<file path="src/rtl/seg_pkg.sv">
// Shared types and constants for the 7-segment scan controller.
package seg_pkg;

  typedef enum logic [1:0] {
    IDLE  = 2'd0,
    BLANK = 2'd1,
    SHOW  = 2'd2
  } scan_state_t;

  localparam logic [6:0] SEG_OFF   = 7'b1111111;
  localparam logic [3:0] BCD_BLANK = 4'hF;

  // Larger of two unsigned values, used to size the shared phase counter.
  function automatic int unsigned max_u(input int unsigned a, input int unsigned b);
    return (a > b) ? a : b;
  endfunction

endpackage

</file>
<file path="src/rtl/bcd_to_7segment_decoder.sv">
// BCD to active-low 7-segment pattern {a,b,c,d,e,f,g}; non-BCD codes are dark.
module bcd_to_7segment_decoder
  import seg_pkg::*;
(
  input  logic [3:0] bcd,
  output logic [6:0] seg_c
);

  // Pattern lookup.
  always_comb begin
    seg_c = SEG_OFF;
    case (bcd)
      4'd0:    seg_c = 7'b0000001;
      4'd1:    seg_c = 7'b1001111;
      4'd2:    seg_c = 7'b0010010;
      4'd3:    seg_c = 7'b0000110;
      4'd4:    seg_c = 7'b1001100;
      4'd5:    seg_c = 7'b0100100;
      4'd6:    seg_c = 7'b0100000;
      4'd7:    seg_c = 7'b0001111;
      4'd8:    seg_c = 7'b0000000;
      4'd9:    seg_c = 7'b0000100;
      default: seg_c = SEG_OFF;
    endcase
  end

endmodule

</file>
<file path="src/rtl/seg_scan_ctrl.sv">
// Time-multiplexed scan controller for a common-anode multi-digit 7-segment display.
// Each digit gets an all-off BLANK guard interval followed by a lit SHOW interval.
module seg_scan_ctrl
  import seg_pkg::*;
#(
  parameter int unsigned NUM_DIGITS   = 4,
  parameter int unsigned REFRESH_DIV  = 100000,
  parameter int unsigned BLANK_CYCLES = 16
) (
  input  logic                    clk,
  input  logic                    rst,
  input  logic [4*NUM_DIGITS-1:0] digits_in,
  input  logic [NUM_DIGITS-1:0]   dp_in,
  input  logic                    load,
  input  logic                    enable,
  input  logic                    lz_suppress,
  output logic [NUM_DIGITS-1:0]   an,
  output logic [6:0]              seg,
  output logic                    dp,
  output logic                    frame_done
);

  localparam int unsigned CNT_W = $clog2(max_u(REFRESH_DIV, BLANK_CYCLES));
  localparam int unsigned IDX_W = $clog2(NUM_DIGITS);

  localparam logic [CNT_W-1:0] BLANK_LAST = CNT_W'(BLANK_CYCLES - 1);
  localparam logic [CNT_W-1:0] SHOW_LAST  = CNT_W'(REFRESH_DIV - 1);
  localparam logic [IDX_W-1:0] IDX_LAST   = IDX_W'(NUM_DIGITS - 1);

  scan_state_t                state, state_nxt;
  logic [CNT_W-1:0]           cnt, cnt_nxt;
  logic [IDX_W-1:0]           idx, idx_nxt;
  logic [NUM_DIGITS-1:0][3:0] shadow_bcd;
  logic [NUM_DIGITS-1:0]      shadow_dp;
  logic [3:0]                 cur_bcd, cur_bcd_nxt;
  logic                       cur_dp, cur_dp_nxt;
  logic                       frame_done_nxt;
  logic [NUM_DIGITS-1:0]      an_nxt;
  logic [6:0]                 seg_nxt;
  logic                       dp_nxt;
  logic [NUM_DIGITS-1:0]      lz_zero;
  logic [6:0]                 dec_seg_c;

  // Shadow copy of the digits, captured on load regardless of scan state.
  always_ff @(posedge clk or posedge rst) begin
    if (rst) begin
      shadow_bcd <= {NUM_DIGITS{BCD_BLANK}};
      shadow_dp  <= '0;
    end else if (load) begin
      shadow_bcd <= digits_in;
      shadow_dp  <= dp_in;
    end
  end

  // lz_zero[k] is set when shadow digit k and every higher digit are zero.
  always_comb begin
    logic run;
    run     = 1'b1;
    lz_zero = '0;
    for (int k = NUM_DIGITS - 1; k >= 0; k--) begin
      run        = run && (shadow_bcd[k] == 4'h0);
      lz_zero[k] = run;
    end
  end

  // State, phase counter, digit index and the latched digit being displayed.
  always_ff @(posedge clk or posedge rst) begin
    if (rst) begin
      state      <= IDLE;
      cnt        <= '0;
      idx        <= '0;
      cur_bcd    <= BCD_BLANK;
      cur_dp     <= 1'b0;
      frame_done <= 1'b0;
      an         <= '1;
      seg        <= SEG_OFF;
      dp         <= 1'b1;
    end else begin
      state      <= state_nxt;
      cnt        <= cnt_nxt;
      idx        <= idx_nxt;
      cur_bcd    <= cur_bcd_nxt;
      cur_dp     <= cur_dp_nxt;
      frame_done <= frame_done_nxt;
      an         <= an_nxt;
      seg        <= seg_nxt;
      dp         <= dp_nxt;
    end
  end

  // Next-state logic; dropping enable overrides every phase transition.
  always_comb begin
    state_nxt      = state;
    cnt_nxt        = cnt + CNT_W'(1);
    idx_nxt        = idx;
    cur_bcd_nxt    = cur_bcd;
    cur_dp_nxt     = cur_dp;
    frame_done_nxt = 1'b0;
    case (state)
      IDLE: begin
        idx_nxt = '0;
        if (enable) state_nxt = BLANK;
      end
      BLANK: begin
        if (!enable) begin
          state_nxt = IDLE;
          idx_nxt   = '0;
        end else if (cnt == BLANK_LAST) begin
          state_nxt   = SHOW;
          cur_bcd_nxt = (lz_suppress && (idx != '0) && lz_zero[idx]) ? BCD_BLANK
                                                                     : shadow_bcd[idx];
          cur_dp_nxt  = shadow_dp[idx];
        end
      end
      SHOW: begin
        if (!enable) begin
          state_nxt = IDLE;
          idx_nxt   = '0;
        end else if (cnt == SHOW_LAST) begin
          state_nxt      = BLANK;
          idx_nxt        = (idx == IDX_LAST) ? '0 : idx + IDX_W'(1);
          frame_done_nxt = (idx == IDX_LAST);
        end
      end
      default: begin
        state_nxt = IDLE;
        idx_nxt   = '0;
      end
    endcase
    if ((state_nxt != state) || (state_nxt == IDLE)) cnt_nxt = '0;
  end

  // Decoder sees the digit that will be latched, so seg is valid on the first SHOW cycle.
  bcd_to_7segment_decoder u_dec (
    .bcd   (cur_bcd_nxt),
    .seg_c (dec_seg_c)
  );

  // Display drive for the upcoming cycle; everything is dark outside SHOW.
  always_comb begin
    an_nxt  = '1;
    seg_nxt = SEG_OFF;
    dp_nxt  = 1'b1;
    if (state_nxt == SHOW) begin
      an_nxt  = ~(NUM_DIGITS'(1) << idx_nxt);
      seg_nxt = dec_seg_c;
      dp_nxt  = ~cur_dp_nxt;
    end
  end

endmodule
</file>
<file path="config.mk">
export PLATFORM = sky130hd
export DESIGN_NAME = seg_scan_ctrl
export DESIGN_NICKNAME = d
export VERILOG_FILES = /design/src/rtl/seg_pkg.sv /design/src/rtl/bcd_to_7segment_decoder.sv /design/src/rtl/seg_scan_ctrl.sv
export SDC_FILE = /design/constraint.sdc
export NUM_CORES = 1
export LEC_CHECK = 0
export ABC_CLOCK_PERIOD_IN_PS = 3700
export CAP_MARGIN = 20
export CORE_ASPECT_RATIO = 1.5
export CORE_MARGIN = 8
export CORE_UTILIZATION = 35
export CTS_BUF_LIST = sky130_fd_sc_hd__clkbuf_2
export CTS_CLUSTER_DIAMETER = 80
export DETAILED_ROUTE_END_ITERATION = 16
export PLACE_DENSITY = 0.58
export SYNTH_ARGS = -nofsm -noshare
export SYNTH_HDL_FRONTEND = slang
export SYNTH_HIERARCHICAL = 1
export SYNTH_SLANG_ARGS = --single-unit
</file>
<file path="constraint.sdc">
create_clock -name clk -period 3.7 [get_ports clk]
set_input_delay 0.555 -clock clk [delete_from_list [all_inputs] [get_ports clk]]
set_output_delay 0.555 -clock clk [all_outputs]
set_load 0.1 [all_outputs]
</file>
==> out/results.tsv <==
metric	value	unit
end_kind	flop	
insertedDiodeCount	0	
hold_viol	0	
place.detailed.hpwl	4810	µm
cellPowerDensity	395	mW/mm²
wl_per_cell	15.1	µm
grt_use_total	0.114	
holdBufCountCts	0	
dieWidth	93.6	µm
area_delta_synth_final	19.4	%
num_rows	42	
synth_area_leaders	dfstp_2 27%, dfrtp_1 21%, mux2_2 7.8%	
worstSetupStartpointType	flop	
detail-route-antenna-nets	0	
arrival	3.29	ns
maxSlewViolCount	0	
fin_setup_tns	0	ns
ioPinCount	38	
cp_max_fo	9	
yosysWarnings	6	
grt_start_max_net_pins	36	
irDropWorstVdd	0.000250	V
drt_pre_antenna_iters	4	
slowest_delay	0.63	ns
status	finished clean	
fin_nets	354	
p_leak	0.00149	µW
stdcell_area	0.00377	mm²
clk_pin_slew	0.19	ns
fin_skew	0.0450	ns
rr_worst_depth	11	
criticalPathCategory	reg2reg	
dp_cells	416	
syn_inst	277	
slowest_stage	dfrtp_1	
crit_path_cell_trace	inv_1, ha_1, nand3b_1, a211oi_1, nor2_1, a21oi_1, inv_1, ha_1, o21ai_0, o21ai_0, nand2b_1	
setup_viol	0	
synth_xor_area_frac	0.0416	
gp_congestion	0.841	
via_per_inst	5.03	
ys_seq_elements	59	
cts_resized	0	
rrSetupSlack	0.82	ns
synth_flop_cell	dfstp_2	
netlist.area_leader.share	0.266	
fin_crit	2.88	ns
synth_mux_area_frac	0.114	
clock_path_buffers	2	
synthArstFlopShare	1.00	
synthDistinctLibCells	51	
start_util	0.358	
cts_tree	yes	
synth_top_area_cell	dfstp_2	
fill_cells	874	
cts_sinks	59	
hold_path_class	in2async	
core_area	0.00883	mm²
fin_cells	432	
final_layout_size_suffix_gt1_frac	0.283	
route.detailed.drc	0	
clk_latency	0.50	ns
final_core_util	0.427	
fin_crit_sh	0.778	
fmax	0.347	GHz
rr_startpoint	idx[1]$_DFF_PP0_	
synthSimpleGateAreaFrac	0.162	
placed_area	0.00362	mm²
synthAdderAreaFrac	0.0475	
required	4.11	ns
syn_area_per_cell	11.4	µm²
syn_area	0.00316	mm²
grt_pass1_wl	11200	µm
cts_buffers	9	
rsz0062_at_grt	false	
root_buffer	clkbuf_2	
antenna_found_initial	0	
die-height	132	µm
yosysSeqAreaShare	0.480	
overflow	0	
port_buffers	37	
cts_setup_buffers	0	
vias	2173	
wl	6530	µm
synth_top_family_by_area	simple AND/OR/NAND/NOR gates	
slew_headroom	0.344	
htreeDepth	3	
synth_edf_count	0	
synth_nets	314	
grt_pass1_vias	2318	
drt-initial-drc-count	105	
drv_cap	0	
die_area	0.0124	mm²
synth-compound-area-share	0.116	
rr_endpoint	seg[5]$_DFF_PP1_	
tightest_slew	0.981	ns
power by group:
| group | switching [µW] | internal [µW] |
|---|---|---|
| registers | 35.8 | 697 |
| logic | 129 | 103 |
| clock network | 236 | 290 |
| total | 401 | 1090 |
registers in the layout, indices dropped and copies added (netlist names):
| name | count |
|---|---|
| an | 4 |
| cnt | 17 |
| cur_bcd | 4 |
| cur_dp | 1 |
| dp | 1 |
| frame_done | 1 |
| idx | 2 |
| seg | 7 |
| shadow_bcd | 16 |
| shadow_dp | 4 |
| state | 2 |
stage by stage:
step / total power (µW) / setup slack, ns / hold slack (ns)
6_report: 1490 / 0.821 / 0.466
5_1_grt: 1570 / 0.463 / 0.462
3_3_place_gp: 974 / 0.681 / 0.480
4_1_cts: 1520 / 0.809 / 0.441
3_5_place_dp: 978 / 0.587 / 0.489
2_1_floorplan: 901 / 0.957 / 0.442
critical path, delay by kind of cell, from the launching register on:
| kind | cells | cell delay, ns |
|---|---|---|
| AOI/OAI and AO/OA | 4 | 0.97 |
| adders and majority gates | 2 | 0.52 |
| buffers and inverters | 2 | 0.28 |
| DFF | 1 | 0.63 |
| and+or+nand+nor | 3 | 0.39 |
cells by family (layout without fill, tap and decap cells):
kind of cell / count (synthesis) / in the layout
adders and majority gates: 12 / 12
DFF: 59 / 59
xor gates and xnor gates: 15 / 15
and+or+nand+nor: 88 / 88
AOI/OAI and AO/OA: 52 / 52
muxes: 27 / 27
buffers and inverters: 24 / 69
worst max-delay path by stage:
stage / start / to
after floorplan: idx[0]$_DFF_PP0_ / seg[3]$_DFF_PP1_
after global placement: enable / seg[5]$_DFF_PP1_
after detailed placement: enable / seg[5]$_DFF_PP1_
after CTS: idx[0]$_DFF_PP0_ / seg[5]$_DFF_PP1_
after global routing: idx[1]$_DFF_PP0_ / seg[5]$_DFF_PP1_
final: idx[1]$_DFF_PP0_ / seg[5]$_DFF_PP1_
cell usage in the layout, fill, tap and decap left out, types with 5 or more instances in the layout:
master	instances
a21oi_1	21
and3_1	6
clkbuf_2	10
clkdlybuf4s50_1	37
dfrtp_1	27
dfstp_2	32
ha_1	12
inv_1	11
mux2_2	22
mux4_2	5
nand2_1	10
nand2b_1	13
nand3_1	9
nor2_1	19
nor4_1	6
o21ai_0	11
xnor2_1	11
per-layer routing:
layer  vias to the layer above  global-route usage  part of all wire
met4                         0              0.0496             0.019
met3                        12              0.0371             0.045
met2                        26               0.192              0.52
met1                      1079               0.126              0.41
li1                       1056                   -                 -
met5                         -                   0                 0
layout make-up:
cell class / instances / area (µm²) / share of cell area
clock inverter: 6 / 105 / 0.0279
tap: 110 / 138 / 0.0365
inverter: 12 / 45.0 / 0.0119
multi-input combinational: 194 / 1520 / 0.403
clock buffer: 10 / 50.0 / 0.0133
timing repair buffer: 41 / 400 / 0.106
sequential: 59 / 1520 / 0.402
cells in the mapped netlist, types with 3 or more instances:
library cell / n
nor4_1: 6
buf_2: 3
dfstp_2: 32
and3_1: 6
a21oi_1: 21
dfrtp_1: 27
nand3_1: 9
o21ai_0: 11
and2_1: 4
xor2_1: 4
a31oi_1: 3
xnor2_1: 11
mux4_2: 5
nand2b_1: 13
nand2_1: 10
nand4_1: 4
buf_6: 3
mux2_2: 22
inv_1: 12
clkbuf_1: 4
nor2_1: 19
ha_1: 12
(Power assumes the default switching activity.)
